<file path="src/rtl/ps2_rx_fifo.sv">
// ps2_rx_fifo: PS/2 device-to-host receiver with frame checking, inter-edge timeout and FWFT byte FIFO.
// Define PS2_SCANCODE_TAG_EN to fold E0/F0 prefixes into ext/break tags stored alongside each byte.
module ps2_rx_fifo #(
    parameter int DEBOUNCE_CYCLES = 8,
    parameter int TIMEOUT_CYCLES  = 50000,
    parameter int FIFO_AW         = 3
) (
    input  logic               i_clk,
    input  logic               i_rst_n,
    input  logic               i_ps2_clk,
    input  logic               i_ps2_data,
    input  logic               i_rd,
    input  logic               i_clr_err,
    output logic               o_valid,
    output logic [7:0]         o_data,
    output logic [FIFO_AW:0]   o_count,
    output logic               o_parity_err,
    output logic               o_frame_err,
    output logic               o_overflow,
    output logic               o_break,
    output logic               o_ext
);
    localparam int DW    = $clog2(DEBOUNCE_CYCLES + 1);
    localparam int TW    = $clog2(TIMEOUT_CYCLES + 1);
    localparam int CW    = FIFO_AW + 1;
    localparam int DEPTH = 2 ** FIFO_AW;
`ifdef PS2_SCANCODE_TAG_EN
    localparam int W = 10;
`else
    localparam int W = 8;
`endif

    typedef enum logic [1:0] {IDLE, DATA, PARITY, STOP} state_t;

    state_t              state, state_n;
    logic                c_s1, c_s2, d_s1, d_s2, filt, filt_q, fall;
    logic [DW-1:0]       deb;
    logic [TW-1:0]       tmo;
    logic [7:0]          shreg, shreg_n;
    logic [2:0]          bit_cnt, bit_cnt_n;
    logic                par, par_n;
    logic                timeout, frame_set, par_set, good;
    logic                push_v;
    logic [7:0]          push_d;
    logic                wr_req, wr, pop, full;
    logic [W-1:0]        wr_word, head;
    logic [W-1:0]        mem [DEPTH];
    logic [FIFO_AW-1:0]  wr_ptr, rd_ptr;

    always_ff @(posedge i_clk) begin
        if (!i_rst_n) begin
            c_s1   <= 1'b1;
            c_s2   <= 1'b1;
            d_s1   <= 1'b1;
            d_s2   <= 1'b1;
            filt   <= 1'b1;
            filt_q <= 1'b1;
            deb    <= '0;
        end else begin
            c_s1   <= i_ps2_clk;
            c_s2   <= c_s1;
            d_s1   <= i_ps2_data;
            d_s2   <= d_s1;
            filt_q <= filt;
            if (c_s2 == filt) begin
                deb <= '0;
            end else if (deb == DW'(DEBOUNCE_CYCLES - 1)) begin
                filt <= c_s2;
                deb  <= '0;
            end else begin
                deb <= deb + 1'b1;
            end
        end
    end

    assign fall    = filt_q & ~filt;
    assign timeout = state != IDLE && !fall && tmo == TW'(TIMEOUT_CYCLES - 1);

    always_comb begin
        state_n   = state;
        shreg_n   = shreg;
        bit_cnt_n = bit_cnt;
        par_n     = par;
        frame_set = 1'b0;
        par_set   = 1'b0;
        good      = 1'b0;
        if (timeout) begin
            state_n   = IDLE;
            frame_set = 1'b1;
        end else if (fall) begin
            case (state)
                IDLE: begin
                    state_n   = d_s2 ? IDLE : DATA;
                    bit_cnt_n = 3'd0;
                end
                DATA: begin
                    shreg_n   = {d_s2, shreg[7:1]};
                    bit_cnt_n = bit_cnt + 3'd1;
                    state_n   = bit_cnt == 3'd7 ? PARITY : DATA;
                end
                PARITY: begin
                    par_n   = d_s2;
                    state_n = STOP;
                end
                default: begin
                    state_n   = IDLE;
                    frame_set = !d_s2;
                    par_set   = d_s2 && !(^{shreg, par});
                    good      = d_s2 && (^{shreg, par});
                end
            endcase
        end
    end

    always_ff @(posedge i_clk) begin
        if (!i_rst_n) begin
            state   <= IDLE;
            shreg   <= '0;
            bit_cnt <= '0;
            par     <= 1'b0;
            tmo     <= '0;
            push_v  <= 1'b0;
            push_d  <= '0;
        end else begin
            state   <= state_n;
            shreg   <= shreg_n;
            bit_cnt <= bit_cnt_n;
            par     <= par_n;
            tmo     <= (fall || state == IDLE || timeout) ? '0 : tmo + 1'b1;
            push_v  <= good;
            push_d  <= shreg;
        end
    end

`ifdef PS2_SCANCODE_TAG_EN
    logic pend_ext, pend_brk, is_e0, is_f0;
    assign is_e0   = push_d == 8'hE0;
    assign is_f0   = push_d == 8'hF0;
    assign wr_req  = push_v && !is_e0 && !is_f0;
    assign wr_word = {pend_ext, pend_brk, push_d};
    assign o_ext   = o_valid & head[9];
    assign o_break = o_valid & head[8];

    // prefixes accumulate until the next real byte consumes them, even if that byte is dropped
    always_ff @(posedge i_clk) begin
        if (!i_rst_n || frame_set || par_set) begin
            pend_ext <= 1'b0;
            pend_brk <= 1'b0;
        end else if (push_v) begin
            pend_ext <= is_e0 | (is_f0 & pend_ext);
            pend_brk <= is_f0 | (is_e0 & pend_brk);
        end
    end
`else
    assign wr_req  = push_v;
    assign wr_word = push_d;
    assign o_ext   = 1'b0;
    assign o_break = 1'b0;
`endif

    assign full    = o_count[FIFO_AW];
    assign pop     = i_rd && o_valid;
    assign wr      = wr_req && (!full || pop);
    assign o_valid = o_count != '0;
    assign head    = mem[rd_ptr];
    assign o_data  = o_valid ? head[7:0] : 8'h00;

    always_ff @(posedge i_clk) begin
        if (wr) mem[wr_ptr] <= wr_word;
    end

    always_ff @(posedge i_clk) begin
        if (!i_rst_n) begin
            wr_ptr       <= '0;
            rd_ptr       <= '0;
            o_count      <= '0;
            o_parity_err <= 1'b0;
            o_frame_err  <= 1'b0;
            o_overflow   <= 1'b0;
        end else begin
            if (wr) wr_ptr <= wr_ptr + 1'b1;
            if (pop) rd_ptr <= rd_ptr + 1'b1;
            o_count      <= o_count + CW'(wr) - CW'(pop);
            o_parity_err <= par_set ? 1'b1 : i_clr_err ? 1'b0 : o_parity_err;
            o_frame_err  <= frame_set ? 1'b1 : i_clr_err ? 1'b0 : o_frame_err;
            o_overflow   <= (wr_req && full && !pop) ? 1'b1 : i_clr_err ? 1'b0 : o_overflow;
        end
    end
endmodule

</file>
<file path="config.mk">
export PLATFORM = sky130hd
export DESIGN_NAME = ps2_rx_fifo
export DESIGN_NICKNAME = d
export VERILOG_FILES = /design/src/rtl/ps2_rx_fifo.sv
export SDC_FILE = /design/constraint.sdc
export NUM_CORES = 1
export LEC_CHECK = 0
export ABC_AREA = 1
export BUFFER_PORTS_ARGS = -buffer_cell sky130_fd_sc_hd__clkbuf_2
export CAP_MARGIN = 0
export CORE_MARGIN = 2
export CORE_UTILIZATION = 57
export CTS_BUF_LIST = sky130_fd_sc_hd__clkbuf_4
export CTS_CLUSTER_DIAMETER = 200
export DETAILED_ROUTE_END_ITERATION = 16
export PLACE_DENSITY_LB_ADDON = 0.3
export SLEW_MARGIN = 20
export SYNTH_ARGS = -nofsm -noshare
export SYNTH_HDL_FRONTEND = slang
export SYNTH_SLANG_ARGS = --single-unit
</file>
<file path="constraint.sdc">
create_clock -name i_clk -period 2 [get_ports i_clk]
set_input_delay 0.1 -clock i_clk [delete_from_list [all_inputs] [get_ports i_clk]]
set_output_delay 0.1 -clock i_clk [all_outputs]
set_load 0.02 [all_outputs]
</file>
### Yosys cells after proc, flatten, opt, wreduce, memory -nomap -nowiden

Memory sizes are Yosys's and may differ from the RTL's. A register that Yosys moved wholly into a read port is not among the register bits.
Index checks and enable logic that the tools add are counted.

* memory bits (writable): 64
* register bits after elaboration: 62
* bits of input ports: 6
* memories kept: 1

Memory list
* mem: depth 8, bits a word 8, read ports 1, clocked after memory_dff 1, write ports 1, RTL line 47 `logic [W-1:0] mem [DEPTH];`

* reduce and logical (&&, ||, !) cells: 33
* add/sub/neg operators: 7
* equal/unequal tests: 6
* bitwise logic cells: 6
* muxes and demuxes: 19

Operators by type and width (count)
* 16-bit by 1-bit adder with 16-bit output (second input constant): 1
* 16-bit == test (second input constant): 1
* 1-bit two-way mux: 13
* 2-bit nonzero test: 5
* 3-bit by 1-bit adder with 3-bit output (second input constant): 3
* 3-bit AND reduction: 3
* 9-bit XOR reduction: 1
* 1-bit logical AND: 8
* 8-bit two-way mux: 1
* 3-bit two-way mux: 2
* 2-bit case mux with 3 select lines: 1
* 3-bit case mux with 2 select lines: 1
* 3-bit OR reduction: 2
* 6-bit OR reduction: 1
* 1-bit logical NOT: 5
* 1-bit NOT: 5
* 4-bit by 1-bit adder with 4-bit output: 1
* 4-bit by 1-bit adder with 4-bit output (second input constant): 1
* 4-bit by 3-bit == test with 1-bit output (second input constant): 1
* 4-bit nonzero test: 1
* 2-bit OR reduction: 2
* 4-bit by 1-bit subtractor with 4-bit output: 1
* 3-bit == test (second input constant): 1
* 1-bit logical OR: 3
* other kinds (7): 7

### Depth between registers and ports, before layout

Gate-level depths: netlist of run 1.

* depth after elaboration: 7
* depth in mapped cells: 13
* mapped depth without buffers: 13

### Least setup slack after synthesis of run 1

No wires, ideal clock.

* path type: flip-flop to flip-flop
* from: register o_count[3]
* to: register o_count[2]
* arrival time: 2.315 ns
* library setup time: 0.126 ns
* path slack: -0.441 ns
* period minus slack after synthesis: 2.441 ns
* cell stages (with the launch flop): 13
* cells stage by stage: dfxtp_1 inv_1 ha_1 nand2_2 nand2_2 a21boi_2 inv_2 ha_1 inv_1 ha_1 fa_1 xnor2_1 nor2_1

* longest elaborated chain between the ends: 6

RTL lines
* start, declared: RTL line 16 `output logic [FIFO_AW:0] o_count,`
* start signal, assigned: RTL line 183 `o_count <= o_count + CW'(wr) - CW'(pop);`
* 4-bit nonzero test (*): RTL line 164 `assign o_valid = o_count != '0;`
* via o_valid: RTL line 14 `output logic o_valid,`
* 1-bit logical AND (*): RTL line 162 `assign pop = i_rd && o_valid;`
* 1-bit logical OR: RTL line 163 `assign wr = wr_req && (!full || pop);`
* 1-bit logical AND: RTL line 163
* 4-bit by 1-bit adder with 4-bit output: RTL line 183
* 4-bit by 1-bit subtractor with 4-bit output (*): RTL line 183

The timed path passes the listed nets; every way through them passes the cells marked *.
A chain may end at the register's enable or synchronous reset.

### Worst setup path in the final report of run 1

* from: register o_count[2]
* to: register o_count[1]

* longest elaborated chain between the ends: 6

RTL lines (RTL line)
* 4-bit nonzero test (*): 164
* 1-bit logical AND (*): 162
* 1-bit logical OR: 163
* 1-bit logical AND: 163
* 4-bit by 1-bit adder with 4-bit output: 183
* 4-bit by 1-bit subtractor with 4-bit output (*): 183

Every way passes the cells marked *; elsewhere a longest branch is shown, timed or not.

==> summary.txt, run 1 <==
Run status
  • Status: finished, violations left
  • Failing checks: negative setup slack

Floorplan
  • Initial core utilization: 58.0%
  • Number of cell rows: 35
  • Die H: 100 µm
  • Core Region: 9110 µm²
  • Die ar.: 10100 µm²
  • Die X: 100 µm
  • Top Ports: 24

Timing
  • WHS: 0.111 ns
  • Post-route minimum period: 2.02 ns
  • Fmax: 496 MHz
  • # setup viols final: 1
  • Setup slack after layout: -0.0175 ns
  • Hold Vio Cnt, Final: 0
  • Clock skew: 0.0203 ns
  • Max-slew violation count: 0
  • RSZ-0062 raised after global routing: true
  • Crit share post-route: 101%
  • Setup TNS: -0.0175 ns

CTS
  • Clock transition at path regs: 0.11 ns
  • Root Driver: clkbuf_4
  • Skew-Pair Late Insertion Delay: 0.51 ns
  • CTS HTree Levels: 4
  • Number of buffers created by CTS: 17
  • CTS tree: yes
  • TritonCTS Sinks: 129
  • Max clock buf depth: 2

Final layout
  • Post-route cell area: 6240 µm²
  • Layout area overhead: 18.2%
  • Layout cells sized above 1: 21.3%
  • Area occupied by registers: 3240 µm²
  • Nets: 633
  • Multi-input logic area: 1840 µm²
  • Final std cells w/o fill: 740
  • Filler cell count: 684

Job
  • Max-cap violation count: 0

Global routing
  • Largest net degree at the start of global routing: 17
  • First-pass GRT wire length: 17100 µm
  • Tot GR Track Use: 22.2%
  • Grt total ovfl: 0
  • Vias in the first global route: 3763
  • Initial antenna violation count: 1

Placement
  • Cells after DPL: 687
  • DP HPWL: 7110 µm
  • Cell Area, Placed: 5690 µm²
  • Final Wtd Congestion: 0.895
  • IO buf count: 21

Worst setup path
  • Crit path DAT: 2.46 ns
  • CP Max Fanout: 3
  • R2R Path Start: o_count[2]$_SDFF_PN0_
  • Critical Path Max Stage Delay: 0.51 ns
  • Setup Crit Path Kind: reg2reg
  • Most common cell on crit path: ha_4
  • Nature of the critical path startpoint: flip-flop
  • Crit path capture type: flip-flop
  • FF-to-FF End: o_count[1]$_SDFF_PN0_
  • Cell with the largest stage delay on the worst path: fa_2
  • Critical path cell sequence: inv_4 -> ha_4 -> nand2_8 -> nand2_4 -> a21boi_4 -> inv_2 -> ha_4 -> inv_4 -> ha_4 -> fa_2 -> nand2_1 -> inv_1
  • R2R Setup Slk: -0.02 ns
  • R2r worst-path depth: 12
  • CP required: 2.44 ns

Routing
  • DRT iter0 DRCs: 289
  • Vias per Instance: 5.32
  • Antenna-violating nets left: 0
  • DR pass1 iterations: 5
  • Vias: 3936
  • Routed WL per cell: 14.1 µm
  • # DRC: 0
  • Final wirelength: 10400 µm

Hold path
  • Hold depth: 5
  • HP Start: i_rd
  • Hold WC Path Type: in2reg
  • Worst Hold End: o_overflow$_SDFFE_PN0P_

Yosys
  • Unique masters post-synth: 39
  • Syn Inst Count: 549
  • Warnings from Yosys: 0
  • Sequential share of the synthesized area: 61.0%
  • Post-Syn Area: 5280 µm²
  • Syn avg cell area: 9.62 µm²
  • Yosys reg bits: 129

Power
  • Peak supply drop: 0.000697 V
  • PD cells: 1020 nW/µm²
  • Leak Pwr: 2.59 nW
## metal layers
layer | track usage [%] | share of wire (%) | up-vias
met5 | 0 | 0 | -
met4 | 7.80 | 2.1 | 0
met3 | 5.64 | 5.8 | 18
met2 | 38.3 | 49 | 128
met1 | 27.2 | 43 | 1815
li1 | - | - | 1975
## worst max-delay path: cells and delay by family, from the launching register on
| family | cells | cell delay, ns |
|---|---|---|
| AO/OA/AOI/OAI | 1 | 0.14 |
| flip-flops | 1 | 0.37 |
| AND/OR/NAND/NOR | 3 | 0.17 |
| adder cells (fa/ha/maj) | 4 | 1.09 |
| buffers and inverters | 4 | 0.19 |
## layout make-up
| cell class | instances | area share, % |
|---|---|---|
| Multi-Input combinational cell | 343 | 29.5 |
| Clock buffer | 19 | 2.28 |
| Timing Repair inverter | 2 | 0.240 |
| Inverter | 61 | 3.81 |
| Sequential cell | 129 | 51.9 |
| Tap cell | 111 | 2.22 |
| Clock inverter | 13 | 2.02 |
| Antenna cell | 1 | 0.0401 |
| Timing Repair Buffer | 61 | 8.02 |
## cell usage after synthesis
cell type	instances	area share (%)
nand2_2	4	0.47
conb_1	1	0.071
nand3_2	1	0.19
nor2_4	1	0.21
xor2_1	3	0.50
nor3_2	1	0.19
a311oi_1	1	0.17
inv_1	58	4.1
a21o_1	1	0.14
or2_2	5	0.59
o221ai_1	1	0.17
nor2_2	2	0.24
buf_4	4	0.57
a21boi_2	1	0.21
nand3_1	17	1.6
xnor2_1	2	0.33
o22ai_1	8	0.95
nor3_4	2	0.62
or2_0	1	0.12
buf_2	6	0.57
nand4_1	4	0.47
a21oi_1	27	2.6
nand2_1	77	5.5
o211ai_1	1	0.14
a22oi_1	9	1.3
dfxtp_1	65	25
o21ai_0	46	4.4
nor4_1	1	0.12
inv_2	3	0.21
a31oi_1	8	0.95
or2_1	1	0.12
edfxtp_1	64	36
nor3_1	11	1.0
clkbuf_1	7	0.50
nor2_1	91	6.5
a32oi_1	1	0.17
nor3b_1	1	0.14
ha_1	11	2.6
fa_1	1	0.38
## state kept, by name, indices dropped and copies added, names as in the netlist, 2 cells and up, named ones only
register and count:
o_count 4, push_d 8, state 2, bit_cnt 3, shreg 8, mem 64, tmo 16, rd_ptr 3
wr_ptr 3, deb 4
## power breakdown
group | internal (mW) | switching [mW] | total (mW)
Combinational | 0.819 | 0.981 | 1.80
Clock | 0.667 | 0.978 | 1.64
Sequential | 2.84 | 0.0851 | 2.92
## kinds of logic (layout without fill, tap and decap cells)
group | Yosys count | count (layout) | share of synthesized area, %
AND/OR/NAND/NOR | 220 | 220 | 18.1
flip-flops | 129 | 129 | 61.0
AO/OA/AOI/OAI | 104 | 104 | 11.1
buffers and inverters | 78 | 156 | 5.97
adder cells (fa/ha/maj) | 12 | 12 | 2.98
XOR/XNOR | 5 | 5 | 0.829
other | 1 | 3 | 0.0710
## worst max path at each step
stage | startpoint | end | slack (ns) | cells past startpoint
global placement | o_count[2]$_SDFF_PN0_ | o_count[1]$_SDFF_PN0_ | 0.01 | 12
CTS | flip-flop | o_data[0] | -0.02 | 6
detailed placement | o_count[2]$_SDFF_PN0_ | o_count[1]$_SDFF_PN0_ | -0.02 | 12
floorplan | o_count[3]$_SDFF_PN0_ | o_count[1]$_SDFF_PN0_ | -0.14 | 12
global route | o_count[2]$_SDFF_PN0_ | o_count[1]$_SDFF_PN0_ | -0.09 | 12
finish | o_count[2]$_SDFF_PN0_ | o_count[1]$_SDFF_PN0_ | -0.02 | 12
## metrics by stage
stage                     worst slack (ns)  power (mW)  util (%)
after global routing               -0.0890        6.68      68.5
final                              -0.0175        6.37      68.5
after global placement             0.00983        4.36      62.5
after CTS                          -0.0213        6.25      67.7
after floorplan                     -0.140        3.96         -
after detailed placement           -0.0248        4.38      62.5
## cells in the final DEF (no fill, tap or decap), drive strengths merged, types with 8 or more instances in the layout
master  instances
a31oi           8
inv            66
ha             11
nand2          81
o21ai          46
a22oi           9
nor2           94
a21oi          27
clkbuf         32
nand3          18
nor3           14
dfxtp          65
buf            44
edfxtp         64
o22ai           8
## what timing repair did
| item | in CTS | in global routing |
|---|---|---|
| buffers inserted | 9 | 4 |
| gates cloned | 3 | 0 |
| endpoints found under the setup margin | 10 | 43 |
| pin swaps | 7 | 7 |
| resized for setup | 18 | 39 |
| hold buffers | 4 | 0 |
| hold endpoints to repair | 13 | 0 |
Power figures use the tool's default switching activity.
==> run 2: changes to the inputs <==
--- a/config.mk
+++ b/config.mk
@@ -5,7 +5,6 @@
 export SDC_FILE = /design/constraint.sdc
 export NUM_CORES = 1
 export LEC_CHECK = 0
-export ABC_AREA = 1
 export BUFFER_PORTS_ARGS = -buffer_cell sky130_fd_sc_hd__clkbuf_2
 export CAP_MARGIN = 0
 export CORE_MARGIN = 2
==> run 2 against run 1 <==
The run still ends with negative setup slack left. Hold slack lost 0.024 ns. Via count shrank 19%. Power down 2.7%. Fmax is 6.2% lower. Clock power up 2%. Clock-buffer cell count down 2. Critical endpoint unchanged. First-iteration DRC count shrank 68%. Core utilization fell by 0.98 points. Highest routed layer unchanged. Clock skew decreased by 0.0019 ns.
==> summary.txt, run 2 <==
Yosys
  • Syn Inst Count: 400
  • Ys flop type: dfxtp_1
  • Unique masters post-synth: 54
  • Yosys reg bits: 129
  • Warnings from Yosys: 0
  • Syn avg cell area: 13.1 µm²
  • Yosys top cell by area: edfxtp_1
  • Sequential share of the synthesized area: 61.4%
  • Post-Syn Area: 5250 µm²
  • Commonest cells in the synthesized netlist: 65 x dfxtp_1, 64 x edfxtp_1, 35 x nor2_1
  • Synth async-reset ratio: 0%
  • Synth top area share: 36.6%
  • Post-synth EDFFs: 64
  • Count leader, synth: dfxtp_1
  • Largest cells by area after synthesis: edfxtp_1 37%, dfxtp_1 25%, mux4_2 6.9%

Job
  • Max-cap violation count: 0

Timing
  • Measured slew at the worst slew-check pin: 0.526 ns
  • Slew Limit Headroom: 64.9%
  • Hold Vio Cnt, Final: 0
  • Setup slack after layout: -0.151 ns
  • Clock skew: 0.0184 ns
  • Setup TNS: -0.603 ns
  • Fmax: 465 MHz
  • RSZ-0062 raised after global routing: true
  • Crit share post-route: 108%
  • WHS: 0.0876 ns
  • Post-route minimum period: 2.15 ns
  • Max-slew violation count: 0
  • # setup viols final: 11

Final layout
  • Layout cells sized above 1: 27.0%
  • Most frequent cells in the layout: 64 x edfxtp_1, 62 x dfxtp_1, 32 x nor2_1, 21 x buf_4, 19 x o21ai_0
  • Final std cells w/o fill: 577
  • Ant diodes: 0
  • Most frequent standard cell in the layout excluding fill and tap cells: edfxtp_1
  • Nets: 471
  • Biggest regs: mem (64), tmo (16)
  • Layout area overhead: 16.7%
  • Post-layout util: 67.6%
  • Max reg flops: 64
  • Top reg by flops: mem

Worst setup path
  • Critical path cell sequence: inv_4 -> ha_4 -> nor3b_4 -> inv_4 -> a21o_1 -> nand2_2 -> ha_4 -> inv_2 -> ha_4 -> fa_2 -> and2_1
  • Critical Path Max Stage Delay: 0.41 ns
  • CP Max Fanout: 3
  • CP Buf/Inv Count: 3
  • Cell with the largest stage delay on the worst path: fa_2
  • Setup Crit Path Kind: reg2reg
  • Crit path DAT: 2.55 ns
  • Crit path capture type: flip-flop
  • Nature of the critical path startpoint: flip-flop
  • CP required: 2.40 ns
  • Most common cell on crit path: ha_4
  • R2R Setup Slk: -0.15 ns
  • Delay-heaviest family, CP: adder cells

Global routing
  • Grt total ovfl: 0
  • Vias in the first global route: 3168
  • Tot GR Track Use: 19.3%
  • Initial antenna violation count: 0
  • First-pass GRT wire length: 14700 µm
  • Largest net degree at the start of global routing: 30

Floorplan
  • Core Region: 9060 µm²
  • Top Ports: 24
  • Number of cell rows: 35
  • Die H: 100 µm
  • Die ar.: 9990 µm²
  • Die X: 100 µm
  • Initial core utilization: 57.9%

Power
  • Clock share of power: 27.2%
  • Pint: 4.30 mW
  • Net Sw Power: 1.90 mW
  • Switch share: 30.6%
  • Leak Pwr: 2.20 nW
  • Peak supply drop: 0.000624 V
  • Gate power share: 25.9%
  • PD cells: 1010 nW/µm²
  • Sequential power share: 47.0%

Run status
  • Status: finished, violations left
  • Failing checks: negative setup slack

Routing
  • Vias per Instance: 5.51
  • Vias: 3181
  • Routed WL per cell: 15.3 µm
  • Final wirelength: 8840 µm
  • # DRC: 0
  • DR pass1 iterations: 4
  • DRT iter0 DRCs: 92
  • Antenna-violating nets left: 0

Placement
  • Cells after DPL: 538
  • DP HPWL: 5970 µm
  • IO buf count: 21
  • Final Wtd Congestion: 0.805

CTS
  • Root Driver: clkbuf_4
  • Clock transition at path regs: 0.12 ns
  • Number of buffers created by CTS: 17
  • CTS HTree Levels: 4
  • TritonCTS Sinks: 129
  • Skew-Pair Late Insertion Delay: 0.51 ns
  • CTS tree: yes
  • Max clock buf depth: 2

Hold path
  • Hold WC Path Type: in2reg
[run 2: cell count changes in the layout (fill, tap and decap cells not counted), sizes merged, moves of 9 or more]
cell	previous run	this run
nor2	94	35
mux2i	0	10
o21ai	46	19
a22oi	9	0
buf	44	34
nand2	81	18
mux4	0	16
a21oi	27	8
a21boi	1	15
and2	0	17
xor2	3	14
inv	66	21
[run 2: area by class of cell]
type / instances / area [µm²]
Clock inverter: 15 / 150
Tap cell: 111 / 139
Multi-Input combinational cell: 239 / 1980
Sequential cell: 129 / 3230
Timing Repair Buffer: 52 / 437
Inverter: 14 / 60.1
Clock buffer: 17 / 128
Fill cell: 646 / 2940
[run 2: layer usage]
layer / up-vias / share of wire, % / global-route usage (%)
li1: 1561 / - / -
met5: - / 0 / 0
met1: 1565 / 43 / 23.3
met4: 0 / 1.0 / 6.85
met3: 10 / 2.4 / 4.53
met2: 45 / 54 / 33.9
[run 2: repair_timing]
| action | CTS | global route |
|---|---|---|
| cloned | 1 | 0 |
| gates resized for setup | 8 | 9 |
| setup endpoints to repair | 19 | 11 |
| hold buffers | 4 | 0 |
| buffers inserted | 1 | 1 |
| endpoints found under the hold margin | 6 | 0 |
| pin swaps | 5 | 7 |
[run 2: kinds of logic (layout without fill, tap and decap cells)]
| logic type | count (synthesis) | in the layout | share of synthesized area, % |
|---|---|---|---|
| simple gates | 124 | 124 | 12.9 |
| fa+ha+maj | 12 | 12 | 3.00 |
| other cells | 1 | 2 | 0.0715 |
| compound gates | 52 | 52 | 6.60 |
| buf+inv | 33 | 98 | 2.84 |
| mux | 26 | 26 | 8.77 |
| flops | 129 | 129 | 61.4 |
| xor+xnor | 23 | 23 | 4.39 |
[run 2: per-stage QoR]
stage | setup slack (ns) | instance area (µm²) | power [mW]
detailed placement | -0.132 | 5730 | 4.44
global placement | -0.0826 | 5730 | 4.40
finish | -0.151 | 6120 | 6.20
CTS | -0.146 | 6100 | 6.22
global route | -0.243 | 6120 | 6.51
floorplan | -0.340 | 5340 | 3.97
[run 2: final timing paths]
| kind | from | to | depth (start not counted) |
|---|---|---|---|
| worst max-delay path | o_count[2]$_SDFF_PN0_ | o_count[1]$_SDFF_PN0_ | 11 |
| worst min-delay path | i_rst_n | d_s1$_SDFF_PN1_ | 2 |
| worst max register to register | o_count[2]$_SDFF_PN0_ | o_count[1]$_SDFF_PN0_ | 11 |
| worst min register to register | d_s1$_SDFF_PN1_ | d_s2$_SDFF_PN1_ | 1 |
[run 2: power by group through the flow]
stage | clock network, mW | registers, mW | logic (mW)
floorplan | 0 | 2.99 | 0.984
global placement | 0 | 2.94 | 1.46
detailed placement | 0 | 2.95 | 1.49
CTS | 1.73 | 2.91 | 1.58
global route | 1.83 | 2.92 | 1.76
finish | 1.68 | 2.91 | 1.60
==> run 3: changes to the inputs <==
--- a/config.mk
+++ b/config.mk
@@ -12,6 +12,7 @@
 export CTS_BUF_LIST = sky130_fd_sc_hd__clkbuf_4
 export CTS_CLUSTER_DIAMETER = 200
 export DETAILED_ROUTE_END_ITERATION = 16
+export MAX_ROUTING_LAYER = met4
 export PLACE_DENSITY_LB_ADDON = 0.3
 export SLEW_MARGIN = 20
 export SYNTH_ARGS = -nofsm -noshare
==> constraint.sdc (replaced) <==
create_clock -name i_clk -period 2 [get_ports i_clk]
set_input_delay 0 -clock i_clk [delete_from_list [all_inputs] [get_ports i_clk]]
set_output_delay 0 -clock i_clk [all_outputs]
set_load 0.02 [all_outputs]
==> run 3 against run 2 <==
The flow still finishes with violations (negative setup slack). Cell count is 1.2% higher. Largest power group unchanged. Critical path type unchanged. Via count is 0.19% lower. Global-route usage is 0.76 points higher. Core utilization is 0.64 points higher. Final area is 0.94% higher. Highest routed layer unchanged. Register-to-register slack better by 0.02 ns. Combinational power is 6% higher. Fmax is 0.85% higher. Die area stayed put. Power is 1.5% higher. First-iteration DRC count is 35% higher. Non-clock buffer count is 7 higher.
==> summary.txt, run 3 (same netlist as run 2, synthesis figures left out) <==
Hold path
  • Hold WC Path Type: in2reg

Timing
  • Hold Vio Cnt, Final: 0
  • Crit share post-route: 107%
  • # setup viols final: 3
  • Slew Limit Headroom: 64.0%
  • WHS: 0.0946 ns
  • Fmax: 469 MHz
  • Setup slack after layout: -0.132 ns
  • Clock skew: 0.0158 ns
  • Post-route minimum period: 2.13 ns
  • RSZ-0062 raised after global routing: true
  • Max-slew violation count: 0
  • Measured slew at the worst slew-check pin: 0.540 ns

Job
  • Max-cap violation count: 0

Power
  • Total power: 6.29 mW
  • Pint: 4.37 mW
  • Net Sw Power: 1.92 mW
  • Switch share: 30.5%
  • Gate power share: 26.9%
  • Clock share of power: 26.8%
  • Peak supply drop: 0.000638 V
  • Sequential power share: 46.3%
  • Leak Pwr: 2.24 nW
  • PD cells: 1020 nW/µm²

CTS
  • Skew-Pair Late Insertion Delay: 0.49 ns
  • Number of buffers created by CTS: 17
  • TritonCTS Sinks: 129
  • Root Driver: clkbuf_4
  • CTS tree: yes
  • Max clock buf depth: 2
  • Clock transition at path regs: 0.12 ns
  • CTS HTree Levels: 4

Final layout
  • Most frequent cells in the layout: 64 x edfxtp_1, 62 x dfxtp_1, 32 x nor2_1, 25 x buf_4, 19 x o21ai_0
  • Most frequent standard cell in the layout excluding fill and tap cells: edfxtp_1
  • Post-route cell area: 6180 µm²
  • Top reg by flops: mem
  • Max reg flops: 64
  • Biggest regs: mem (64), tmo (16)
  • Ant diodes: 0
  • Layout area overhead: 17.8%
  • Nets: 478
  • Layout cells sized above 1: 26.8%
  • Final std cells w/o fill: 584

Worst setup path
  • CP Max Fanout: 3
  • Crit path DAT: 2.52 ns
  • Nature of the critical path startpoint: flip-flop
  • Crit path capture type: flip-flop
  • CP required: 2.39 ns
  • Setup Crit Path Kind: reg2reg

Global routing
  • Routing usage on met3: 4.81%
  • Tot GR Track Use: 20.0%
  • Largest net degree at the start of global routing: 33
  • GRT busiest layer: met2
  • Met1 usage: 23.6%
  • Grt total ovfl: 0
  • First-pass GRT wire length: 15100 µm
  • Vias in the first global route: 3201
  • Initial antenna violation count: 0
  • M2 GR Usage: 34.4%

Placement
  • Place WS: -0.173 ns
  • IO buf count: 21
  • Cells after DPL: 537
  • Cell Area, Placed: 5710 µm²
  • DP HPWL: 6120 µm
  • Final Wtd Congestion: 0.799

Floorplan
  • Die X: 100 µm
  • Core Region: 9060 µm²
  • Top Ports: 24
  • Die ar.: 9990 µm²
  • Number of cell rows: 35
  • Initial core utilization: 57.9%
  • Die H: 100 µm

Routing
  • DRT iter0 DRCs: 124
  • Vias: 3175
  • DR pass1 iterations: 4
  • Final wirelength: 8980 µm
  • # DRC: 0
  • Vias per Instance: 5.44
  • Antenna-violating nets left: 0
  • Routed WL per cell: 15.4 µm

Run status
  • Status: finished, violations left
  • Failing checks: negative setup slack
==> run 3: cell types whose count changed in the layout (fill, tap and decap cells not counted), moves of 2 or more <==
cell	delta
buf_4	+4
clkinv_4	+4
clkinvlp_4	-4
dlygate4sd3_1	+4
inv_6	+2
inv_8	-2
==> run 3: through the flow <==
step	utilization [%]	setup TNS [ns]
floorplan	-	-1.28
global placement	63.0	-0.232
detailed placement	63.0	-0.411
CTS	68.0	-0.341
global route	68.2	-2.68
finish	68.2	-0.327
==> run 3: path summary, 6_finish.rpt <==
| path | start | to | slack [ns] | cells after the start |
|---|---|---|---|---|
| hold / removal | i_rst_n | o_frame_err$_SDFFE_PN0P_ | 0.09 | 2 |
| hold reg to reg | c_s1$_SDFF_PN1_ | c_s2$_SDFF_PN1_ | 0.42 | 1 |
| setup / recovery | o_count[2]$_SDFF_PN0_ | o_count[2]$_SDFF_PN0_ | -0.13 | 12 |
| setup reg to reg | o_count[2]$_SDFF_PN0_ | o_count[2]$_SDFF_PN0_ | -0.13 | 12 |
==> run 3: metal layers <==
metal / routed length [µm] / vias to the layer above / share of wire, %
met3: 245 / 10 / 2.7
met2: 4680 / 46 / 52
met5: 0 / - / 0
li1: - / 1572 / -
met1: 3950 / 1547 / 44
met4: 105 / 0 / 1.2
==> run 3: cell type report <==
type,count,area (µm²)
clock buffer,17,128
clock inverter,15,149
fill,645,2880
inverter,14,60.1
multi-input combinational,239,1980
sequential,129,3230
tap,111,139
timing repair buffer,59,495
==> run 3: power by group through the flow <==
stage / Clock, mW / Combinational (mW) / Sequential [mW]
final: 1.68 / 1.69 / 2.91
after global routing: 1.85 / 1.84 / 2.92
after CTS: 1.73 / 1.68 / 2.91
after detailed placement: 0 / 1.49 / 2.94
after global placement: 0 / 1.43 / 2.94
after floorplan: 0 / 0.984 / 2.99
==> run 3: worst max-delay path, stage by stage, from the launching register on <==
cell and delay (ns):
dfxtp_4 0.38, inv_4 0.04, ha_4 0.14, nor3b_4 0.15
inv_4 0.06, a21o_1 0.13, nand2_2 0.07, ha_4 0.26
inv_2 0.04, ha_4 0.15, fa_2 0.33, xor2_1 0.14
and2_1 0.14
==> run 3: what timing repair did <==
action / 4_1_cts / 5_1_grt
gates cloned: 1 / 0
pin swaps: 8 / 3
endpoints found under the hold margin: 10 / 0
hold buffers: 8 / 0
buffers inserted: 5 / 2
endpoints found under the setup margin: 19 / 43
resized for setup: 11 / 6
